$ cat config.mk
export PLATFORM = sky130hd
export DESIGN_NAME = branch_recovery_ctrl_flat
export DESIGN_NICKNAME = d
export VERILOG_FILES = /design/src/rtl/branch_recovery_ctrl_if.sv /design/src/rtl/branch_recovery_ctrl.sv /design/src/flat_wrapper.sv
export SDC_FILE = /design/constraint.sdc
export NUM_CORES = 1
export LEC_CHECK = 0
export ABC_AREA = 0
export BUFFER_PORTS_ARGS = -buffer_cell sky130_fd_sc_hd__buf_2
export CORE_ASPECT_RATIO = 0.9
export CORE_MARGIN = 2
export CORE_UTILIZATION = 56
export CTS_CLUSTER_SIZE = 20
export DETAILED_ROUTE_END_ITERATION = 7
export GPL_TIMING_DRIVEN = 1
export MAX_ROUTING_LAYER = met4
export PLACE_DENSITY = 0.8
export SLEW_MARGIN = 40
export SYNTH_ARGS = -nofsm -noshare
export SYNTH_HDL_FRONTEND = slang
export SYNTH_SLANG_ARGS = --single-unit
$ cat constraint.sdc
create_clock -name clk -period 4.7 [get_ports clk]
set_clock_uncertainty 0.1 [all_clocks]
set_input_delay 0.47 -clock clk [delete_from_list [all_inputs] [get_ports clk]]
set_output_delay 0.47 -clock clk [all_outputs]
set_load 0.01 [all_outputs]
$ cat src/rtl/branch_recovery_ctrl_if.sv
// Front-end branch tag / recovery bundle between decode, branch resolution and the freelist.
// master is the recovery controller side; slave is the surrounding front end.
interface branch_recovery_ctrl_if #(
    parameter int unsigned MAX_PREDICT_DEPTH      = 4,
    parameter int unsigned MAX_PREDICT_DEPTH_BITS = $clog2(MAX_PREDICT_DEPTH)
);
    logic                              tag_req;
    logic                              tag_grant;
    logic [MAX_PREDICT_DEPTH_BITS-1:0] tag_out;
    logic                              tags_full;
    logic                              resolve_valid;
    logic [MAX_PREDICT_DEPTH_BITS-1:0] resolve_tag;
    logic                              resolve_mispredict;
    logic                              branch_shootdown;
    logic [MAX_PREDICT_DEPTH_BITS-1:0] shootdown_branch_tag;
    logic                              clear;
    logic                              recovering;
    logic [MAX_PREDICT_DEPTH-1:0]      inflight;

    modport master (
        input  tag_req,
        input  resolve_valid,
        input  resolve_tag,
        input  resolve_mispredict,
        output tag_grant,
        output tag_out,
        output tags_full,
        output branch_shootdown,
        output shootdown_branch_tag,
        output clear,
        output recovering,
        output inflight
    );

    modport slave (
        output tag_req,
        output resolve_valid,
        output resolve_tag,
        output resolve_mispredict,
        input  tag_grant,
        input  tag_out,
        input  tags_full,
        input  branch_shootdown,
        input  shootdown_branch_tag,
        input  clear,
        input  recovering,
        input  inflight
    );
endinterface

$ cat src/rtl/branch_recovery_ctrl.sv
// Branch tag allocator and misprediction recovery sequencer: hands out tags in ring order,
// frees them on resolve, and on a mispredict squashes younger tags, pulses shootdown and drains.
module branch_recovery_ctrl #(
    parameter int unsigned MAX_PREDICT_DEPTH      = 4,
    parameter int unsigned MAX_PREDICT_DEPTH_BITS = $clog2(MAX_PREDICT_DEPTH),
    parameter int unsigned DRAIN_CYCLES           = 2
) (
    input logic                    clk,
    input logic                    reset,
    branch_recovery_ctrl_if.master fe_io
);
    localparam int unsigned Depth = MAX_PREDICT_DEPTH;
    localparam int unsigned TagW  = MAX_PREDICT_DEPTH_BITS;

    typedef logic [TagW-1:0] tag_t;
    typedef enum logic [1:0] {StIdle, StShoot, StDrain} state_e;

    state_e           state_q, state_d;
    logic [3:0]       cnt_q, cnt_d;
    tag_t             head_q, head_d;
    tag_t             stag_q, stag_d;
    logic [Depth-1:0] inflight_q, inflight_d;
    logic [Depth-1:0] squash_mask;
    logic [TagW:0]    span;
    logic             res_acc;
    logic             misp_acc;
    logic             tags_full;
    logic             grant;

    assign res_acc   = fe_io.resolve_valid & inflight_q[fe_io.resolve_tag];
    assign misp_acc  = res_acc & fe_io.resolve_mispredict;
    assign tags_full = inflight_q[head_q];
    assign grant     = fe_io.tag_req & ~tags_full & (state_q == StIdle) & ~misp_acc;

    // Tags from resolve_tag up to head-1 (ring order); head == resolve_tag means the ring is full.
    always_comb begin
        squash_mask = '0;
        span        = {1'b0, tag_t'(head_q - fe_io.resolve_tag)};
        if (span == '0) begin
            span = (TagW + 1)'(Depth);
        end
        for (int unsigned i = 0; i < Depth; i++) begin
            squash_mask[i] = ({1'b0, tag_t'(tag_t'(i) - fe_io.resolve_tag)} < span);
        end
    end

    always_comb begin
        inflight_d = inflight_q;
        head_d     = head_q;
        stag_d     = stag_q;
        if (res_acc && !fe_io.resolve_mispredict) begin
            inflight_d[fe_io.resolve_tag] = 1'b0;
        end
        if (grant) begin
            inflight_d[head_q] = 1'b1;
            head_d             = head_q + tag_t'(1);
        end
        if (misp_acc) begin
            inflight_d = inflight_q & ~squash_mask;
            head_d     = fe_io.resolve_tag;
            stag_d     = fe_io.resolve_tag;
        end
    end

    always_comb begin
        state_d = state_q;
        cnt_d   = cnt_q;
        unique case (state_q)
            StIdle: begin
                if (misp_acc) begin
                    state_d = StShoot;
                end
            end
            StShoot: begin
                if (misp_acc) begin
                    state_d = StShoot;
                end else begin
                    state_d = StDrain;
                    cnt_d   = 4'(DRAIN_CYCLES);
                end
            end
            StDrain: begin
                if (misp_acc) begin
                    state_d = StShoot;
                end else if (cnt_q == 4'd1) begin
                    state_d = StIdle;
                end else begin
                    cnt_d = cnt_q - 4'd1;
                end
            end
            default: state_d = StIdle;
        endcase
    end

    always_ff @(posedge clk) begin
        if (reset) begin
            state_q    <= StIdle;
            cnt_q      <= '0;
            head_q     <= '0;
            stag_q     <= '0;
            inflight_q <= '0;
        end else begin
            state_q    <= state_d;
            cnt_q      <= cnt_d;
            head_q     <= head_d;
            stag_q     <= stag_d;
            inflight_q <= inflight_d;
        end
    end

    assign fe_io.tag_grant            = grant;
    assign fe_io.tag_out              = head_q;
    assign fe_io.tags_full            = tags_full;
    assign fe_io.branch_shootdown     = (state_q == StShoot);
    assign fe_io.shootdown_branch_tag = stag_q;
    assign fe_io.clear                = (state_q != StIdle);
    assign fe_io.recovering           = (state_q != StIdle);
    assign fe_io.inflight             = inflight_q;
endmodule

$ cat src/flat_wrapper.sv
// flat-port wrapper written by rule: the top's interface ports become plain ports
module branch_recovery_ctrl_flat 
#(
    parameter int unsigned MAX_PREDICT_DEPTH      = 4,
    parameter int unsigned MAX_PREDICT_DEPTH_BITS = $clog2(MAX_PREDICT_DEPTH),
    parameter int unsigned DRAIN_CYCLES           = 2
)
  (clk, reset, fe_io_tag_req, fe_io_resolve_valid, fe_io_resolve_tag, fe_io_resolve_mispredict, fe_io_tag_grant, fe_io_tag_out, fe_io_tags_full, fe_io_branch_shootdown, fe_io_shootdown_branch_tag, fe_io_clear, fe_io_recovering, fe_io_inflight);
  branch_recovery_ctrl_if #(.MAX_PREDICT_DEPTH(MAX_PREDICT_DEPTH), .MAX_PREDICT_DEPTH_BITS(MAX_PREDICT_DEPTH_BITS)) fe_io_i ();
  input logic clk;
  input logic reset;
  input wire logic [$bits(fe_io_i.tag_req)-1:0] fe_io_tag_req;
  input wire logic [$bits(fe_io_i.resolve_valid)-1:0] fe_io_resolve_valid;
  input wire logic [$bits(fe_io_i.resolve_tag)-1:0] fe_io_resolve_tag;
  input wire logic [$bits(fe_io_i.resolve_mispredict)-1:0] fe_io_resolve_mispredict;
  output wire logic [$bits(fe_io_i.tag_grant)-1:0] fe_io_tag_grant;
  output wire logic [$bits(fe_io_i.tag_out)-1:0] fe_io_tag_out;
  output wire logic [$bits(fe_io_i.tags_full)-1:0] fe_io_tags_full;
  output wire logic [$bits(fe_io_i.branch_shootdown)-1:0] fe_io_branch_shootdown;
  output wire logic [$bits(fe_io_i.shootdown_branch_tag)-1:0] fe_io_shootdown_branch_tag;
  output wire logic [$bits(fe_io_i.clear)-1:0] fe_io_clear;
  output wire logic [$bits(fe_io_i.recovering)-1:0] fe_io_recovering;
  output wire logic [$bits(fe_io_i.inflight)-1:0] fe_io_inflight;
  assign fe_io_i.tag_req = fe_io_tag_req;
  assign fe_io_i.resolve_valid = fe_io_resolve_valid;
  assign fe_io_i.resolve_tag = fe_io_resolve_tag;
  assign fe_io_i.resolve_mispredict = fe_io_resolve_mispredict;
  assign fe_io_tag_grant = fe_io_i.tag_grant;
  assign fe_io_tag_out = fe_io_i.tag_out;
  assign fe_io_tags_full = fe_io_i.tags_full;
  assign fe_io_branch_shootdown = fe_io_i.branch_shootdown;
  assign fe_io_shootdown_branch_tag = fe_io_i.shootdown_branch_tag;
  assign fe_io_clear = fe_io_i.clear;
  assign fe_io_recovering = fe_io_i.recovering;
  assign fe_io_inflight = fe_io_i.inflight;
  branch_recovery_ctrl #(.MAX_PREDICT_DEPTH(MAX_PREDICT_DEPTH), .MAX_PREDICT_DEPTH_BITS(MAX_PREDICT_DEPTH_BITS), .DRAIN_CYCLES(DRAIN_CYCLES)) u_core (.clk(clk), .reset(reset), .fe_io(fe_io_i));
endmodule
Word-level counts from Yosys, hierarchy flattened:

Cells that the tools add are included.

* bits in registers: 14
* input port bits: 7
* output and inout port bits: 13
* logic and storage cells: 74

* $add $sub $neg: 7
* magnitude comparators: 8
* equality and inequality tests: 8
* mux-type cells: 23
* bitwise logic cells: 12
* reductions and logical operators: 11

Operators with widths (count)
* $mux 4: 6
* $lt 2x3->1: 4
* $mux 2: 6
* $and 4x4->4: 2
* $not 4->4: 2
* $pmux 4 s2: 1
* $lt 2x3->1 const B: 2
* $ne 2x2->1 const B: 3
* $pmux 2 s3: 1
* $reduce_bool 2->1: 3
* $and 1x1->1: 5
* $bmux 1 s2: 2
* $demux 1 s2: 2
* $eq 4x1->1 const B: 1
* $ge 2x1->1 const B: 2
* $logic_not 2->1: 2
* $mux 1: 4
* $or 4x4->4: 1
* $reduce_and 4->1: 1
* $sub 1x2->2 const A: 2
* $sub 2x2->2 const A: 2
* $sub 4x1->4 const B: 1
* $logic_and 1x1->1: 3
* $mux 3: 1
* 9 further kinds: 10

Depth between registers and ports, before layout:

* depth after elaboration: 10
* depth in mapped cells: 8
* depth with buffers taken out: 8

Worst setup path after synthesis:

Ideal clock, no wire load.

* path type: reg2reg
* from: register u_core.head_q[0] (netlist: u_core.fe_io.tag_out[0])
* to: register u_core.inflight_q[3] (netlist: u_core.fe_io.inflight[3])
* library setup time: 0.135 ns
* arrival time: 1.803 ns
* required time: 4.465 ns
* path slack: 2.662 ns
* cell stages (with the launch flop): 9
* path buffers: 0
* period minus slack after synthesis: 2.038 ns
* cell sequence: dfxtp_1 -> inv_1 -> ha_1 -> nor2b_1 -> a21oi_1 -> ha_1 -> a21o_1 -> a31oi_1 -> a211oi_1

* word-level cells in the longest chain between the ends: 8
* elaborated cells between the ends (all ways): 20
* classes of those cells: add/sub (1); order compare (3); mux (7); bitwise (7); reduce/logical (2)

RTL lines
* start, declared: line branch_recovery_ctrl.sv:20 `tag_t head_q, head_d;`
* start signal, assigned: line branch_recovery_ctrl.sv:99 `head_q <= '0;`
* start signal, assigned: line branch_recovery_ctrl.sv:105 `head_q <= head_d;`
* branches (longest 7 deep; another with $lt 2x3->1)
* $mux 4 *: line branch_recovery_ctrl.sv:58 `if (misp_acc) begin`
* end signal, assigned: line branch_recovery_ctrl.sv:107 `inflight_q <= inflight_d;`
* end, declared: line branch_recovery_ctrl.sv:22 `logic [Depth-1:0] inflight_q, inflight_d;`

Mark *: on every way between the ends. The select of a mux whose other input is x is not followed.
A chain may end at the register's enable or synchronous reset.

Worst setup path in the final report:

* from: register u_core.head_q[1] (netlist: u_core.fe_io.tag_out[1])
* to: output fe_io_tag_grant

* word-level cells in the longest chain between the ends: 6

RTL lines
* $bmux 1 s2: line branch_recovery_ctrl.sv:32 `assign tags_full = inflight_q[head_q];`
* $mux 1 (not written as such): line branch_recovery_ctrl.sv:32
* $not 1->1: line branch_recovery_ctrl.sv:33 `assign grant = fe_io.tag_req & ~tags_full & (state_q == StIdle) & ~misp_acc;`
* $and 1x1->1 (3 in a row): line branch_recovery_ctrl.sv:33
* end, declared: line flat_wrapper.sv:16 `output wire logic [$bits(fe_io_i.tag_grant)-1:0] fe_io_tag_grant;`

Every way passes these cells. The select of a mux whose other input is x is not followed.

==> results.yml <==
die:
  die_x_um: 51.17
  row_count: 15
  initial_core_util: 0.5914
  io_pins: 20
  fp.dieH_um: 46.45
  dieArea_mm2: 0.002376
  core_mm2: 0.001896
pwr:
  power_switching_mw: 0.1348
  switching_share: 0.3641
  cellLeakagePower_nw: 0.5532
  p_int_mw: 0.2354
  p_comb_frac: 0.370
  power_frac_seq: 0.392
  p_total_mw: 0.3702
  clockPowerShare: 0.238
  power.density_mw_per_mm2: 301.6
  ir_drop_mv: 0.1306
yosys:
  synthArstFlopShare: 0
  synth_area_leaders: "dfxtp_1 (25%), ha_1 (17%), nor2_1 (4.0%)"
  synth_cell_types: 40
  synth_flop_cell: "dfxtp_1"
  synthTopCellsByCount: "ha_1 (15), dfxtp_1 (14), nor2_1 (12)"
  syn_inst: 130
  yosys_warnings: 0
  synth_area_mm2: 0.001121
  synth.ff_latch_count: 14
  synth_top_area_share: 0.2500
  syn_area_per_cell_um2: 8.624
  ys_seq_area_frac: 0.2500
  syn_nets: 152
  synth_edf_count: 0
  yosys.cell_count.top_type: "ha_1"
  synth_area_leader_cell: "dfxtp_1"
sta:
  setup_ws_ps: 2296
  hold_ws_ps: 408.1
  post-route-period-util: 0.5115
  hold_violations: 0
  period_needed_ps: 2404
  drv_slew: 0
  fmax_ghz: 0.4159
  slew_headroom: 0.6974
  setup_violations: 0
  grt_setup_unrepaired: "false"
  setup_tns_ps: 0
  tightest_slew_ps: 450.7
critical_path:
  arrival_ps: 1830
  worstPathMaxFanout: 8
  ff2ff_setup_slack_ps: 2430
  critical_path_required_ps: 4130
  cp-end-kind: "output pin"
  crit_type: "register to output pin"
  critPathLaunchType: "register"
min_path:
  holdCritPathClass: "register to register"
detailed_routing:
  first_pass_iters: 4
  vias_per_cell: 5.994
  drc: 0
  drtIter0Drc: 27
  num_vias: 1025
  ant_nets: 0
  routed_wirelength_mm: 2.480
  drt-wirelength-per-cell_um: 14.50
cts:
  cts_root_buf: "clkbuf_4"
  htree_num_levels: 1
  cts_setup_buffers: 0
  clk_pin_slew_ps: 90
  ctsHoldBuffers: 0
  cts_tree: "built"
  cts.sinks: 14
  cts_resized: 0
  clk_path_buf_depth: 2
  insertion_delay_ps: 280
  numCtsBuffers: 3
final_layout:
  nets: 169
  fill_cells: 168
  syn2layout_area_growth_pct: 9.487
  final-seq-area_um2: 280.3
  antenna_cells: 0
  final_layout_size_suffix_gt1_frac: 0.1986
  multi_input_area_um2: 750.7
  postLayoutCoreUtil: 0.6475
placement:
  hpwl_mm: 1.817
  place_congestion: 0.8587
  place_ws_ps: 2325
  io_buffers: 19
global_routing:
  overflow: 0
  grt_pass1_vias: 939
  antenna_found_initial: 0
  grt_pass1_wl_mm: 4.043
  grt_usage: 0.2329
  grt_max_degree: 19
status:
  status: "finished, final reports clean"
flow_run:
  cap_violations: 0
-- layout make-up --
class	instances	area share
Timing Repair Buffer	19	0.07747
Inverter	9	0.02752
Clock buffer	4	0.02956
Tap cell	25	0.02548
Multi-Input combinational cell	100	0.6116
Sequential cell	14	0.2283
-- state kept, by name, summed over array words and instances, names as in the netlist --
| name | flops |
|---|---|
| u_core.fe_io.tag_out | 2 |
| u_core.fe_io.shootdown_branch_tag | 2 |
| u_core.fe_io.inflight | 4 |
| u_core.state_q | 2 |
| u_core.cnt_q | 4 |
-- worst max-delay path: stages (launching register included) --
cell     delay [ps]
dfxtp_1         520
mux2_4          340
and4b_1         410
o21a_1          160
buf_2           120
-- path summary, 6_finish.rpt --
path	startpoint	to	cells past startpoint
max	u_core.fe_io.tag_out[1]	fe_io_tag_grant	4
min	u_core.state_q[0]	u_core.state_q[0]	1
max reg2reg	u_core.fe_io.tag_out[0]	u_core.fe_io.inflight[3]	8
min reg2reg	u_core.state_q[0]	u_core.state_q[0]	1
-- cell families (layout without fill, tap and decap cells) --
| logic type | count (synthesis) | count (layout) | synth area share |
|---|---|---|---|
| buffers and inverters | 16 | 32 | 0.08034 |
| and+or+nand+nor | 38 | 38 | 0.1752 |
| muxes | 6 | 6 | 0.07031 |
| adders and majority gates | 15 | 15 | 0.1674 |
| AOI/OAI and AO/OA | 39 | 39 | 0.2411 |
| DFF | 14 | 14 | 0.2500 |
| xor gates and xnor gates | 2 | 2 | 0.01563 |
-- power by group through the flow --
stage | sequential, mW | clock, mW | combinational (mW)
finish | 0.145 | 0.0882 | 0.137
global route | 0.146 | 0.0935 | 0.151
CTS | 0.145 | 0.0906 | 0.135
detailed placement | 0.148 | 0 | 0.134
global placement | 0.147 | 0 | 0.129
floorplan | 0.147 | 0 | 0.102
-- layer usage --
layer / routed length (um) / GRT usage
met2: 1126 / 0.3688
met3: 185 / 0.05195
met1: 1155 / 0.2947
met4: 13 / 0.08108
met5: 0 / -
-- metrics by stage --
step / std cells / area (um^2)
6_report: 171 / 1227
5_1_grt: 171 / 1227
4_1_cts: 171 / 1227
3_5_place_dp: 167 / 1191
3_3_place_gp: 167 / 1191
2_1_floorplan: 130 / 1121
-- cells in the final DEF (no fill, tap or decap), types with 5 or more instances in the layout --
master,Yosys,routed
a21oi_1,6,6
buf_2,0,19
dfxtp_1,14,14
ha_1,15,15
inv_1,9,9
nand2_1,6,6
nor2_1,12,12
nor2b_1,5,5
o21ai_0,6,6
o21ai_1,7,7
No activity file was read; power rests on OpenSTA's default activity.
